===== config.mk =====
export PLATFORM = sky130hd
export DESIGN_NAME = hazard_ctrl
export DESIGN_NICKNAME = d
export VERILOG_FILES = /design/src/rtl/instruction_pkg.sv /design/src/rtl/hazard_match.sv /design/src/rtl/hazard_ctrl.sv
export SDC_FILE = /design/constraint.sdc
export NUM_CORES = 1
export LEC_CHECK = 0
export ABC_AREA = 1
export CORE_UTILIZATION = 45
export CTS_CLUSTER_DIAMETER = 80
export DETAILED_ROUTE_END_ITERATION = 16
export GPL_TIMING_DRIVEN = 0
export HOLD_SLACK_MARGIN = 0.12
export PLACE_DENSITY = 0.85
export SLEW_MARGIN = 10
export SYNTH_ARGS = -nofsm -noshare
export SYNTH_HDL_FRONTEND = slang
export SYNTH_SLANG_ARGS = --single-unit

===== constraint.sdc =====
create_clock -name clk -period 2.41 [get_ports clk]
set_input_delay 0.3615 -clock clk [delete_from_list [all_inputs] [get_ports clk]]
set_output_delay 0.3615 -clock clk [all_outputs]
set_load 0.05 [all_outputs]

===== src/rtl/instruction_pkg.sv =====
// Shared instruction-level types for the execution-stage hazard logic:
// hazard FSM states, operand-forwarding selects and memory-op decode.
package instruction_pkg;

    typedef enum logic [1:0] {
        RUN       = 2'd0,
        LOAD_WAIT = 2'd1,
        FLUSH     = 2'd2
    } hz_state_e;

    typedef enum logic [1:0] {
        FWD_RF = 2'd0,
        FWD_M  = 2'd1,
        FWD_W  = 2'd2
    } fwd_sel_e;

    localparam logic [3:0] MINST_NONE = 4'b1100;

    // Loads are 0fff; stores 1fff and "none" 11xx both have bit 3 set.
    function automatic logic minst_is_load(input logic [3:0] minst);
        return (minst & 4'b1000) == 4'b0000;
    endfunction

endpackage


===== src/rtl/hazard_match.sv =====
// Combinational comparator for one source register against the M and W slots.
// Returns the operand select; the youngest-ready producer (W load data) wins.
module hazard_match
    import instruction_pkg::*;
(
    input  logic [4:0] i_rs,
    input  logic       i_m_valid,
    input  logic [4:0] i_m_rd,
    input  logic       i_w_valid,
    input  logic [4:0] i_w_rd,
    output fwd_sel_e   o_sel
);

    // NOTE: o_sel is defaulted before any branch so no path can infer a latch.
    always_comb begin
        o_sel = FWD_RF;
        if (i_rs != 5'd0) begin
            if (i_w_valid && (i_w_rd == i_rs)) begin
                o_sel = FWD_W;
            end else if (i_m_valid && (i_m_rd == i_rs)) begin
                o_sel = FWD_M;
            end
        end
    end

endmodule


===== src/rtl/hazard_ctrl.sv =====
// Execution-stage hazard controller: load-use stall, operand forwarding, branch kill.
// Build option HAZARD_FWD_EN enables forwarding; without it every RAW match stalls.
module hazard_ctrl
    import instruction_pkg::*;
#(
    parameter int XLEN        = 32,
    parameter int MEM_TIMEOUT = 15
) (
    input  logic            clk,
    input  logic            reset,
    input  logic [4:0]      rs1,
    input  logic [4:0]      rs2,
    input  logic [4:0]      rd,
    input  logic            rdx_v,
    input  logic            rdm_v,
    input  logic [3:0]      minst,
    input  logic            pc_v_x,
    input  logic [XLEN-1:0] rd_data,
    input  logic            mem_valid,
    input  logic [XLEN-1:0] mem_rdata,
    output logic            hazard_x,
    output logic [1:0]      fwd_rs1,
    output logic [1:0]      fwd_rs2,
    output logic [XLEN-1:0] fwd_data_m,
    output logic [XLEN-1:0] fwd_data_w,
    output logic            kill_d,
    output logic            mem_err
);

    localparam logic [3:0] TIMEOUT_CNT = 4'(MEM_TIMEOUT);

    hz_state_e         r_state;
    hz_state_e         w_state_nxt;
    logic              r_hazard_x;
    logic [4:0]        r_rd_m;
    logic              r_v_m;
    logic              r_ld_m;
    logic [XLEN-1:0]   r_data_m;
    logic [4:0]        r_rd_w;
    logic              r_v_w;
    logic [XLEN-1:0]   r_data_w;
    logic [3:0]        r_cnt;
    logic              r_wait_mem;
    logic [3:0]        r_wait_last;
    logic              r_mem_err;

    logic              w_x_load;
    logic              w_x_src_hit;
    logic              w_m_valid;
    logic              w_stall_req;
    logic              w_wait_mem_nxt;
    logic [3:0]        w_wait_last_nxt;
    logic              w_enter_wait;
    logic              w_timeout;
    logic [3:0]        w_cnt_inc;
    fwd_sel_e          w_sel1;
    fwd_sel_e          w_sel2;

    assign w_x_load    = rdm_v & minst_is_load(minst);
    assign w_x_src_hit = (rd != 5'd0) && ((rs1 == rd) || (rs2 == rd));
    assign w_cnt_inc   = r_cnt + 4'd1;

`ifdef HAZARD_FWD_EN
    assign w_m_valid       = r_v_m;
    assign w_stall_req     = w_x_load & w_x_src_hit;
    assign w_wait_mem_nxt  = 1'b1;
    assign w_wait_last_nxt = 4'd0;
    assign fwd_rs1         = r_hazard_x ? FWD_RF : w_sel1;
    assign fwd_rs2         = r_hazard_x ? FWD_RF : w_sel2;
`else
    // Without forwarding an M-slot hit means the value is not yet in the register
    // file; a W hit on the same register is the retiring producer and needs no stall.
    logic w_x_hit;
    logic w_m_hit;
    assign w_m_valid       = r_v_m | r_ld_m;
    assign w_x_hit         = (rdx_v | rdm_v) & w_x_src_hit;
    assign w_m_hit         = (w_sel1 == FWD_M) || (w_sel2 == FWD_M);
    assign w_stall_req     = w_x_hit | w_m_hit;
    assign w_wait_mem_nxt  = w_x_hit & w_x_load;
    assign w_wait_last_nxt = w_x_hit ? 4'd1 : 4'd0;
    assign fwd_rs1         = FWD_RF;
    assign fwd_rs2         = FWD_RF;
`endif

    hazard_match u_match_rs1 (
        .i_rs      (rs1),
        .i_m_valid (w_m_valid),
        .i_m_rd    (r_rd_m),
        .i_w_valid (r_v_w),
        .i_w_rd    (r_rd_w),
        .o_sel     (w_sel1)
    );

    hazard_match u_match_rs2 (
        .i_rs      (rs2),
        .i_m_valid (w_m_valid),
        .i_m_rd    (r_rd_m),
        .i_w_valid (r_v_w),
        .i_w_rd    (r_rd_w),
        .o_sel     (w_sel2)
    );

    always_comb begin
        w_state_nxt  = r_state;
        w_enter_wait = 1'b0;
        w_timeout    = 1'b0;
        case (r_state)
            RUN: begin
                if (pc_v_x) begin
                    w_state_nxt = FLUSH;
                end else if (w_stall_req) begin
                    w_state_nxt  = LOAD_WAIT;
                    w_enter_wait = 1'b1;
                end
            end
            LOAD_WAIT: begin
                if (r_wait_mem ? mem_valid : (r_cnt == r_wait_last)) begin
                    w_state_nxt = RUN;
                end else if (w_cnt_inc == TIMEOUT_CNT) begin
                    w_state_nxt = RUN;
                    w_timeout   = 1'b1;
                end
            end
            FLUSH:   w_state_nxt = RUN;
            default: w_state_nxt = RUN;
        endcase
    end

    // NOTE: state uses non-blocking assignments so every flop samples pre-edge values.
    always_ff @(posedge clk) begin
        if (reset) begin
            r_state     <= RUN;
            r_hazard_x  <= 1'b0;
            r_rd_m      <= 5'd0;
            r_v_m       <= 1'b0;
            r_ld_m      <= 1'b0;
            r_data_m    <= '0;
            r_rd_w      <= 5'd0;
            r_v_w       <= 1'b0;
            r_data_w    <= '0;
            r_cnt       <= 4'd0;
            r_wait_mem  <= 1'b0;
            r_wait_last <= 4'd0;
            r_mem_err   <= 1'b0;
        end else begin
            r_state    <= w_state_nxt;
            r_hazard_x <= (w_state_nxt == LOAD_WAIT);

            if (w_enter_wait) begin
                r_cnt       <= 4'd0;
                r_wait_mem  <= w_wait_mem_nxt;
                r_wait_last <= w_wait_last_nxt;
            end else if (r_state == LOAD_WAIT) begin
                r_cnt <= w_cnt_inc;
            end

            if (w_timeout) begin
                r_mem_err <= 1'b1;
            end

            // The M slot holds its producer while X is stalled.
            if (!r_hazard_x) begin
                r_rd_m   <= rd;
                r_v_m    <= rdx_v;
                r_ld_m   <= w_x_load;
                r_data_m <= rd_data;
            end

            r_v_w <= mem_valid;
            if (mem_valid) begin
                r_rd_w   <= r_rd_m;
                r_data_w <= mem_rdata;
            end
        end
    end

    assign hazard_x   = r_hazard_x;
    assign kill_d     = pc_v_x | (r_state == FLUSH);
    assign fwd_data_m = r_data_m;
    assign fwd_data_w = r_data_w;
    assign mem_err    = r_mem_err;

endmodule


==> results_dict.tcl, run 1 <==
set metrics [dict create \
    status "complete, no violations" \
    ys_async_sr_fraction 0 \
    rsz0062_at_grt "false" \
    crit_top_cell "clkdlybuf4s50_1" \
    r2r-end "fwd_data_m[29]" \
    cts_sinks 87 \
    setup-violations-final 0 \
    place_area_um2 5329 \
    drt_iter0_markers 191 \
    syn_area_per_cell_um2 6.948 \
    synthAdderAreaFrac 0.006821 \
    grtUsageTotal 0.2604 \
    finalWorstSetupSlack_ns 0.1799 \
    h-tree-depth 3 \
    clock_latency_ns 0.35 \
    fmax_mhz 448.4 \
    row_count 32 \
    rrSetupSlack_ns 1.01 \
    n_antenna_cell 0 \
    vias 3894 \
    critical_path.endpoint_type "primary output" \
    p_int_mw 2.415 \
    numCtsBuffers 9 \
    timing.rr.start "hazard_x" \
    syn_inst 528 \
    drv_cap 0 \
    worst-path-buf-inv 3 \
    synth_edf_count 0 \
    gp_congestion 0.8602 \
    netSwitchingPower_mw 1.071 \
    cp.arrival_ns 1.87 \
    min_from "r_v_m" \
    fin_worst_skew_ns 0.006707 \
    seq_area_frac_synth 0.4748 \
    start_kind "input pin" \
    hold_path_end "r_v_m" \
    synth_top_family_by_area "simple AND/OR/NAND/NOR gates" \
    routed_wl_um 10930 \
    power_frac_clock 0.311 \
    viasPerCell 4.861 \
    initial_utilization 0.4699 \
    place_ws_ns 0.1850 \
    synth-compound-area-share 0.1422 \
    tightest_slew_ns 0.5601 \
    globalRouteOverflowTotal 0 \
    vdd_drop_max_mv 0.4120 \
    fillers 673 \
    port_buffers 152 \
    crit_slowest_cell "clkdlybuf4s50_1" \
    cp_max_fo 3 \
    antenna_found_initial 0 \
    hpwl_um 8446 \
    synthMuxAreaShare 0 \
    p_leak_nw 2.464 \
    path_class "in -> out" \
    setup-tns-final_ns 0 \
    synth-xor-area-share 0.01432 \
    drtPass1Iterations 4 \
    total_power_mw 3.486 \
    syn_area_um2 3669 \
    ys_ff_latch 87 \
    coreArea_um2 7807 \
    clk_path_buf_depth 2 \
    crit_family "buffers and inverters" \
    cts_setup_buffers 0 \
    required_ns 2.05 \
    max_stage_delay_ns 0.83 \
    drc_errors 0 \
    path_cells "clkdlybuf4s50_1, inv_1, o21ai_0, clkdlybuf4s50_1" \
    hold_depth 2 \
    powerDensity_nw_per_um2 628.6 \
    p_comb_frac 0.237 \
    hold_class "reg -> reg" \
    synth_flop_cell "dfxtp_1" \
    design.die.area_um2 8517 \
    r2r_cells 5 \
    finalMaxSlewViolations 0 \
    grt_max_degree 15 \
    synth_simple_gate_area_frac 0.2865 \
    post-route-cell-area_um2 5547 \
    cts_tree "yes" \
    min_period_over_period 0.9254 \
    areaGrowthSynthToFinish_pct 51.19 \
    grt_pass1_vias 3792 \
    clk_pin_slew_ns 0.08 \
    ctsResizeCount 0 \
    final_core_util 0.7104 \
    relSlewSlack 0.6266 \
    die_h_um 92.29 \
    drive_gt1_frac 0.06009 \
    drtAntennaViolNets 0 \
    hold_buffers 0 \
    p_seq_frac 0.452 \
    min_period_ns 2.230 \
    hold_viol 0 \
    fp.dieW_um 92.29 \
    ys_warn_count 0 \
    sw_frac_of_total 0.3073 \
    nets 785 \
    grt_first_pass_wirelength_um 17370 \
    wl_per_cell_um 13.64 \
    root_buffer "clkbuf_8" \
    cp.depth 4 \
    ys_types 28 \
    io_pins 160 \
]
==> flip-flops by register name, summed over array words and instances (netlist names), 2 cells and up <==
signal and flops:
r_rd_w 5, fwd_data_m 32, fwd_data_w 32, r_state 2, r_cnt 4, r_rd_m 5
==> Yosys cell counts (2+ instances only) <==
library cell | n | area, µm²
nand4_1 | 2 | 12.51
clkinv_1 | 2 | 7.510
nor3_1 | 2 | 10.01
dfxtp_1 | 87 | 1742
nor2_1 | 154 | 578.1
inv_2 | 8 | 30.03
nand2_1 | 79 | 296.5
nand2_4 | 2 | 22.52
buf_2 | 2 | 10.01
a21oi_1 | 18 | 90.09
nor2_2 | 7 | 43.79
buf_4 | 4 | 30.03
nand3_1 | 11 | 55.05
o21ai_0 | 80 | 400.4
o21ai_1 | 2 | 10.01
inv_1 | 31 | 116.4
xnor2_1 | 4 | 35.03
xor2_1 | 2 | 17.52
ha_1 | 2 | 25.02
clkbuf_1 | 21 | 78.83
==> stage by stage <==
step / hold slack (ns) / std cells
after detailed placement: 0.4467 / 785
after global placement: 0.4417 / 785
after floorplan: 0.4306 / 531
after global routing: 0.4720 / 801
final: 0.4572 / 801
after CTS: 0.4584 / 801
==> logic make-up after synthesis <==
group                    after synthesis
flip-flops                            87
XOR/XNOR                               6
buffers and inverters                 68
other                                  1
adder cells (fa/ha/maj)                2
AND/OR/NAND/NOR                      261
AO/OA/AOI/OAI                        103
==> metal layers <==
| layer | global-route usage | wire length, µm | vias up |
|---|---|---|---|
| met5 | 0 | 0 | - |
| met4 | 0.09245 | 246 | 0 |
| met3 | 0.06322 | 752 | 21 |
| met2 | 0.4726 | 5430 | 120 |
| met1 | 0.2956 | 4496 | 1769 |
| li1 | - | - | 1984 |
==> cell type report <==
class | count | area [µm²] | share of cell area
well taps | 102 | 127.6 | 0.02301
clock inverters | 4 | 52.55 | 0.009474
plain buffers | 27 | 118.9 | 0.02143
repair buffers | 152 | 1521 | 0.2743
multi-input cells | 376 | 1665 | 0.3002
inverters | 41 | 153.9 | 0.02775
flip-flops and latches | 87 | 1742 | 0.3140
clock buffers | 12 | 165.2 | 0.02978
==> tightest hold or removal path, cell delays in order (launching register included) <==
cell	delay (ns)
dfxtp_1	0.30
inv_1	0.05
a21oi_1	0.06
==> layout by cell type, fill, tap and decap left out, types with 2 or more instances in the layout <==
cell type          n
a21oi_1           18
buf_2              2
buf_4              4
clkbuf_1          21
clkbuf_8          12
clkdlybuf4s50_1  152
clkinv_1           2
clkinv_4           2
conb_1             4
dfxtp_1           87
ha_1               2
inv_1             31
inv_2              8
nand2_1           79
nand2_4            2
nand3_1           11
nand4_1            2
nor2_1           154
nor2_2             7
nor3_1             2
o21ai_0           80
o21ai_1            2
xnor2_1            4
xor2_1             2
==> power groups by stage <==
| stage | registers [mW] | logic [mW] | clock network [mW] |
|---|---|---|---|
| after global routing | 1.59 | 0.883 | 1.15 |
| after CTS | 1.58 | 0.828 | 1.09 |
| after detailed placement | 1.61 | 0.824 | 0 |
| after global placement | 1.60 | 0.814 | 0 |
| final | 1.58 | 0.826 | 1.09 |
| after floorplan | 1.85 | 0.220 | 0 |
==> worst max path at each step <==
stage	slack [ns]	endpoint	startpoint
4_1_cts	0.17	kill_d	pc_v_x
5_1_grt	0.14	kill_d	pc_v_x
3_3_place_gp	0.21	kill_d	pc_v_x
6_report	0.18	kill_d	pc_v_x
3_5_place_dp	0.18	kill_d	pc_v_x
2_1_floorplan	0.61	kill_d	r_state[1]
Power figures use the tool's default switching activity.
==> run 2: changes to the inputs <==
--- a/config.mk
+++ b/config.mk
@@ -14,3 +14,2 @@
 export PLACE_DENSITY = 0.85
-export SLEW_MARGIN = 10
 export SYNTH_ARGS = -nofsm -noshare
==> constraint.sdc (replaced) <==
create_clock -name clk -period 2.41 [get_ports clk]
set_input_delay 0.482 -clock clk [delete_from_list [all_inputs] [get_ports clk]]
set_output_delay 0.482 -clock clk [all_outputs]
set_load 0.05 [all_outputs]
==> run 2 against run 1 <==
  * Setup slack improved by 0.046 ns
  * Worst hold slack unchanged
  * Sequential power about the same
  * Global-route usage unchanged
  * Largest cell class unchanged
  * First-iteration DRC count unchanged
  * Cell count unchanged
  * Sequential cell count unchanged
  * Design area about the same
  * Maximum frequency increased by 2.1%
  * Clock skew unchanged
  * Non-clock buffer count unchanged
==> results_dict.tcl, run 2 (same netlist as run 1, synthesis figures left out) <==
set metrics [dict create \
    status "complete, no violations" \
    dp.cells 785 \
    r2r-end "fwd_data_m[29]" \
    cts_sinks 87 \
    timing.rr.start "hazard_x" \
    port_buffers 152 \
    r2r_cells 5 \
    place_area_um2 5329 \
    layout.cells.non_filler 801 \
    critical_path.endpoint_type "primary output" \
    row_count 32 \
    powerDensity_nw_per_um2 628.6 \
    die_h_um 92.29 \
    areaGrowthSynthToFinish_pct 51.16 \
    final_core_util 0.7103 \
    hpwl_um 8446 \
    numCtsBuffers 9 \
    fp.dieW_um 92.29 \
    final_common_cell "nor2_1" \
    hold_depth 2 \
    fin_worst_skew_ns 0.006707 \
    n_antenna_cell 0 \
    finalMaxSlewViolations 0 \
    gp_congestion 0.8602 \
    cp_max_fo 3 \
    drv_cap 0 \
    io_pins 160 \
    clk_pin_slew_ns 0.08 \
    required_ns 1.93 \
    start_kind "input pin" \
    drive_gt1_frac 0.06009 \
    total_power_mw 3.486 \
    antenna_found_initial 0 \
    min_period_ns 2.184 \
    globalRouteOverflowTotal 0 \
    drt_iter0_markers 191 \
    setup-violations-final 0 \
    hold_buffers 0 \
    clock_latency_ns 0.35 \
    rrSetupSlack_ns 1.01 \
    cts_tree "yes" \
    hold_class "reg -> reg" \
    post-route-cell-area_um2 5545 \
    design.die.area_um2 8517 \
    vias 3894 \
    rsz0062_at_grt "false" \
    hold_path_end "r_v_m" \
    hold_viol 0 \
    drtAntennaViolNets 0 \
    path_class "in -> out" \
    coreArea_um2 7807 \
    root_buffer "clkbuf_8" \
    relSlewSlack 0.6266 \
    vdd_drop_max_mv 0.4120 \
    grt_first_pass_wirelength_um 17370 \
    p_leak_nw 2.464 \
    timing.hold.ws_ns 0.4572 \
    tightest_slew_ns 0.5601 \
    initial_utilization 0.4699 \
    routed_wl_um 10930 \
    drc_errors 0 \
    h-tree-depth 3 \
    drtPass1Iterations 4 \
    fmax_mhz 457.9 \
    clk_path_buf_depth 2 \
    nets 785 \
    cp.arrival_ns 1.70 \
    grtUsageTotal 0.2604 \
    min_from "r_v_m" \
    min_period_over_period 0.9062 \
    grt_pass1_vias 3792 \
    grt_max_degree 15 \
    viasPerCell 4.861 \
    wl_per_cell_um 13.64 \
    mostFrequentLayoutCells "nor2_1 (154), clkdlybuf4s50_1 (151), dfxtp_1 (87), o21ai_0 (80), nand2_1 (79)" \
]
[run 2: cell types whose count changed in the layout (fill, tap and decap cells not counted), sizes merged]
cell	previous run	this run
dlygate4sd2	0	1
clkdlybuf4s50	152	151
[run 2: critical path, cell delays in order]
cell             delay (ns)
clkdlybuf4s50_1        0.53
inv_1                  0.07
o21ai_0                0.07
dlygate4sd2_1          0.55
[run 2: worst max path at each step]
stage	start	slack [ns]	cells past startpoint	to
finish	pc_v_x	0.23	4	kill_d
CTS	pc_v_x	0.22	4	kill_d
floorplan	r_state[1]	0.49	2	kill_d
detailed placement	pc_v_x	-0.06	4	kill_d
global route	pc_v_x	0.18	4	kill_d
global placement	pc_v_x	-0.03	4	kill_d
[run 2: where the power goes]
part	internal (mW)	total, mW	switching (mW)
combinational	0.323	0.825	0.502
clock	0.567	1.09	0.519
sequential	1.53	1.58	0.0505
[run 2: timing repair]
item                       4_1_cts  5_1_grt
gates resized for setup          1        0
setup endpoints to repair        1        0
buffers inserted                 0        0
[run 2: per-layer routing]
| layer | part of all wire | up-vias | GRT usage | wire length, µm |
|---|---|---|---|---|
| met5 | 0 | - | 0 | 0 |
| met4 | 0.023 | 0 | 0.09245 | 246 |
| met3 | 0.069 | 21 | 0.06322 | 752 |
| met2 | 0.50 | 120 | 0.4726 | 5430 |
| met1 | 0.41 | 1769 | 0.2956 | 4495 |
| li1 | - | 1984 | - | - |
[run 2: stage by stage]
step / TNS, ns / setup slack (ns)
final: 0 / 0.2260
after global routing: 0 / 0.1839
after CTS: 0 / 0.2207
after detailed placement: -0.05605 / -0.05605
after global placement: -0.02972 / -0.02972
after floorplan: 0 / 0.4909
[run 2: final cells by class]
type	count	area, µm²
Inverter	41	153.9
Sequential cell	87	1742
Buffer	27	118.9
Clock inverter	4	52.55
Tap cell	102	127.6
Fill cell	672	2262
Multi-Input combinational cell	376	1665
Clock buffer	12	165.2
Timing Repair Buffer	152	1520
==> run 3: changes to the inputs <==
- ABC_AREA: 1 -> not set
- MAX_ROUTING_LAYER: not set -> met4
==> run 3 against run 2 <==
  * Sequential power is essentially flat
  * Largest power group unchanged
  * Wire length down 16%
  * Count of clock-buffer cells in the layout is 2 lower
==> results_dict.tcl, run 3 <==
set metrics [dict create \
    status "complete, no violations" \
    synth-xor-area-share 0.07598 \
    hold_buffers 0 \
    areaGrowthSynthToFinish_pct 51.36 \
    crit_slowest_cell "clkdlybuf4s50_1" \
    coreArea_um2 7807 \
    initial_utilization 0.4724 \
    power_frac_clock 0.339 \
    path_cells "clkdlybuf4s50_1, a21o_1, clkdlybuf4s50_1" \
    seq_area_frac_synth 0.4722 \
    p_int_mw 2.540 \
    hpwl_um 6967 \
    globalRouteOverflowTotal 0 \
    final_common_cell "clkdlybuf4s50_1" \
    cts_tree "yes" \
    die_h_um 92.54 \
    syn_area_per_cell_um2 10.11 \
    worst-path-buf-inv 2 \
    cp_max_fo 3 \
    path_class "in -> out" \
    root_buffer "clkbuf_8" \
    nets 622 \
    p_seq_frac 0.443 \
    synth_top_family_by_area "multiplexers" \
    relSlewSlack 0.5111 \
    netSwitchingPower_mw 0.9797 \
    mostFrequentLayoutCells "clkdlybuf4s50_1 (152), dfxtp_1 (87), nor2_1 (85), mux2i_1 (75), xnor2_1 (25)" \
    design.die.area_um2 8563 \
    clk_pin_slew_ns 0.09 \
    row_count 32 \
    numCtsBuffers 9 \
    wl_per_cell_um 14.33 \
    grt_first_pass_wirelength_um 14990 \
    min_period_over_period 0.9781 \
    synth_largest_area_cell "dfxtp_1" \
    ys_types 46 \
    finalMaxSlewViolations 0 \
    cp.arrival_ns 1.88 \
    max_stage_delay_ns 0.79 \
    netlist_top_cells_area "dfxtp_1 (47%), mux2i_1 (20%), nor2_1 (8.6%), xnor2_1 (5.9%), xor2_1 (1.7%)" \
    fin_worst_skew_ns 0.003769 \
    final_core_util 0.7151 \
    ys_async_sr_fraction 0 \
    grt_max_degree 15 \
    rsz0062_at_grt "false" \
    grt_pass1_vias 3176 \
    required_ns 1.93 \
    drv_cap 0 \
    powerDensity_nw_per_um2 630.5 \
    viasPerCell 4.922 \
    tightest_slew_ns 0.7334 \
    ctsResizeCount 0 \
    total_power_mw 3.520 \
    synth_top_area_frac 0.4722 \
    cts_sinks 87 \
    setup-tns-final_ns 0 \
    vdd_drop_max_mv 0.4736 \
    hold_viol 0 \
    syn_inst 365 \
    ys_ff_latch 87 \
    ys_warn_count 0 \
    synth.most_common_cell "dfxtp_1" \
    start_kind "input pin" \
    drtAntennaViolNets 0 \
    routed_wl_um 9130 \
    synth-compound-area-share 0.05563 \
    min_period_ns 2.357 \
    port_buffers 152 \
    crit_top_cell "clkdlybuf4s50_1" \
    grtUsageTotal 0.2281 \
    sw_frac_of_total 0.2783 \
    drt_iter0_markers 90 \
    vias 3135 \
    crit_family "buffers and inverters" \
    synth_common_cells "dfxtp_1 (87), nor2_1 (85), mux2i_1 (75)" \
    p_leak_nw 2.139 \
    n_antenna_cell 0 \
    clk_path_buf_depth 2 \
    h-tree-depth 3 \
    clock_latency_ns 0.34 \
    drc_errors 0 \
    synthAdderAreaFrac 0.006784 \
    synth_edf_count 0 \
    p_comb_frac 0.218 \
    gp_congestion 0.8524 \
    synth_simple_gate_area_frac 0.1513 \
    fp.dieW_um 92.54 \
    synthMuxAreaShare 0.2035 \
    drtPass1Iterations 4 \
    drive_gt1_frac 0.07103 \
    fmax_mhz 424.2 \
    syn_area_um2 3689 \
    critical_path.endpoint_type "primary output" \
    setup-violations-final 0 \
    antenna_found_initial 0 \
    io_pins 160 \
    hold_class "reg -> reg" \
    cts_setup_buffers 0 \
    synth_flop_cell "dfxtp_1" \
]
-- run 3: cell types whose count changed in the layout (fill, tap and decap cells not counted), sizes merged, moves of 12 or more --
cell    previous run  this run
o21ai             82         1
nand2             82         5
mux2i              0        75
nor2             161        86
inv               39         4
xnor2              4        25
clkbuf            33        19
a21oi             18         6
-- run 3: path summary, 6_finish.rpt --
path             start       end  slack, ns  cells after the start
max reg2reg  r_rd_m[0]  hazard_x       0.55                      5
min            mem_err   mem_err       0.49                      2
min reg2reg    mem_err   mem_err       0.49                      2
max             pc_v_x    kill_d       0.05                      3
-- run 3: stage by stage --
step                      hold slack, ns  std cells  area, µm²  worst slack [ns]
final                             0.4852        637       5583           0.05285
after floorplan                   0.4511        368       3700            0.5590
after global routing              0.5210        637       5583          0.003789
after global placement            0.4612        622       5349           -0.1026
after detailed placement          0.4629        622       5349           -0.1165
after CTS                         0.4833        637       5583           0.06051
-- run 3: worst min-delay path: stages, from the launching register on --
cell	delay [ns]
dfxtp_1	0.34
a31oi_1	0.04
nor2_1	0.07
-- run 3: cell type report --
type | instances | area, µm²
Sequential cell | 87 | 1742
Clock inverter | 5 | 106.4
Inverter | 3 | 11.26
Tap cell | 102 | 127.6
Fill cell | 632 | 2225
Buffer | 23 | 112.6
Timing Repair Buffer | 152 | 1521
Clock buffer | 10 | 127.6
Multi-Input combinational cell | 255 | 1834
-- run 3: logic make-up (layout without fill, tap and decap cells) --
| logic type | count (synthesis) | in the layout |
|---|---|---|
| and+or+nand+nor | 120 | 120 |
| DFF | 87 | 87 |
| AOI/OAI and AO/OA | 22 | 22 |
| adders and majority gates | 2 | 2 |
| xor gates and xnor gates | 32 | 32 |
| other | 1 | 4 |
| muxes | 75 | 75 |
| buffers and inverters | 26 | 193 |
-- run 3: power by group through the flow --
stage / sequential (mW) / combinational [mW] / clock (mW)
2_1_floorplan: 1.80 / 0.228 / 0
3_3_place_gp: 1.59 / 0.756 / 0
3_5_place_dp: 1.59 / 0.768 / 0
4_1_cts: 1.56 / 0.773 / 1.22
5_1_grt: 1.57 / 0.810 / 1.28
6_report: 1.56 / 0.767 / 1.19
-- run 3: layer usage --
metal  up-vias  part of all wire  GRT usage
met3        12             0.044    0.03695
met1      1476              0.43     0.2610
met4         0             0.016    0.07682
met2        96              0.51     0.4037
met5         -                 0          -
li1       1551                 -          -
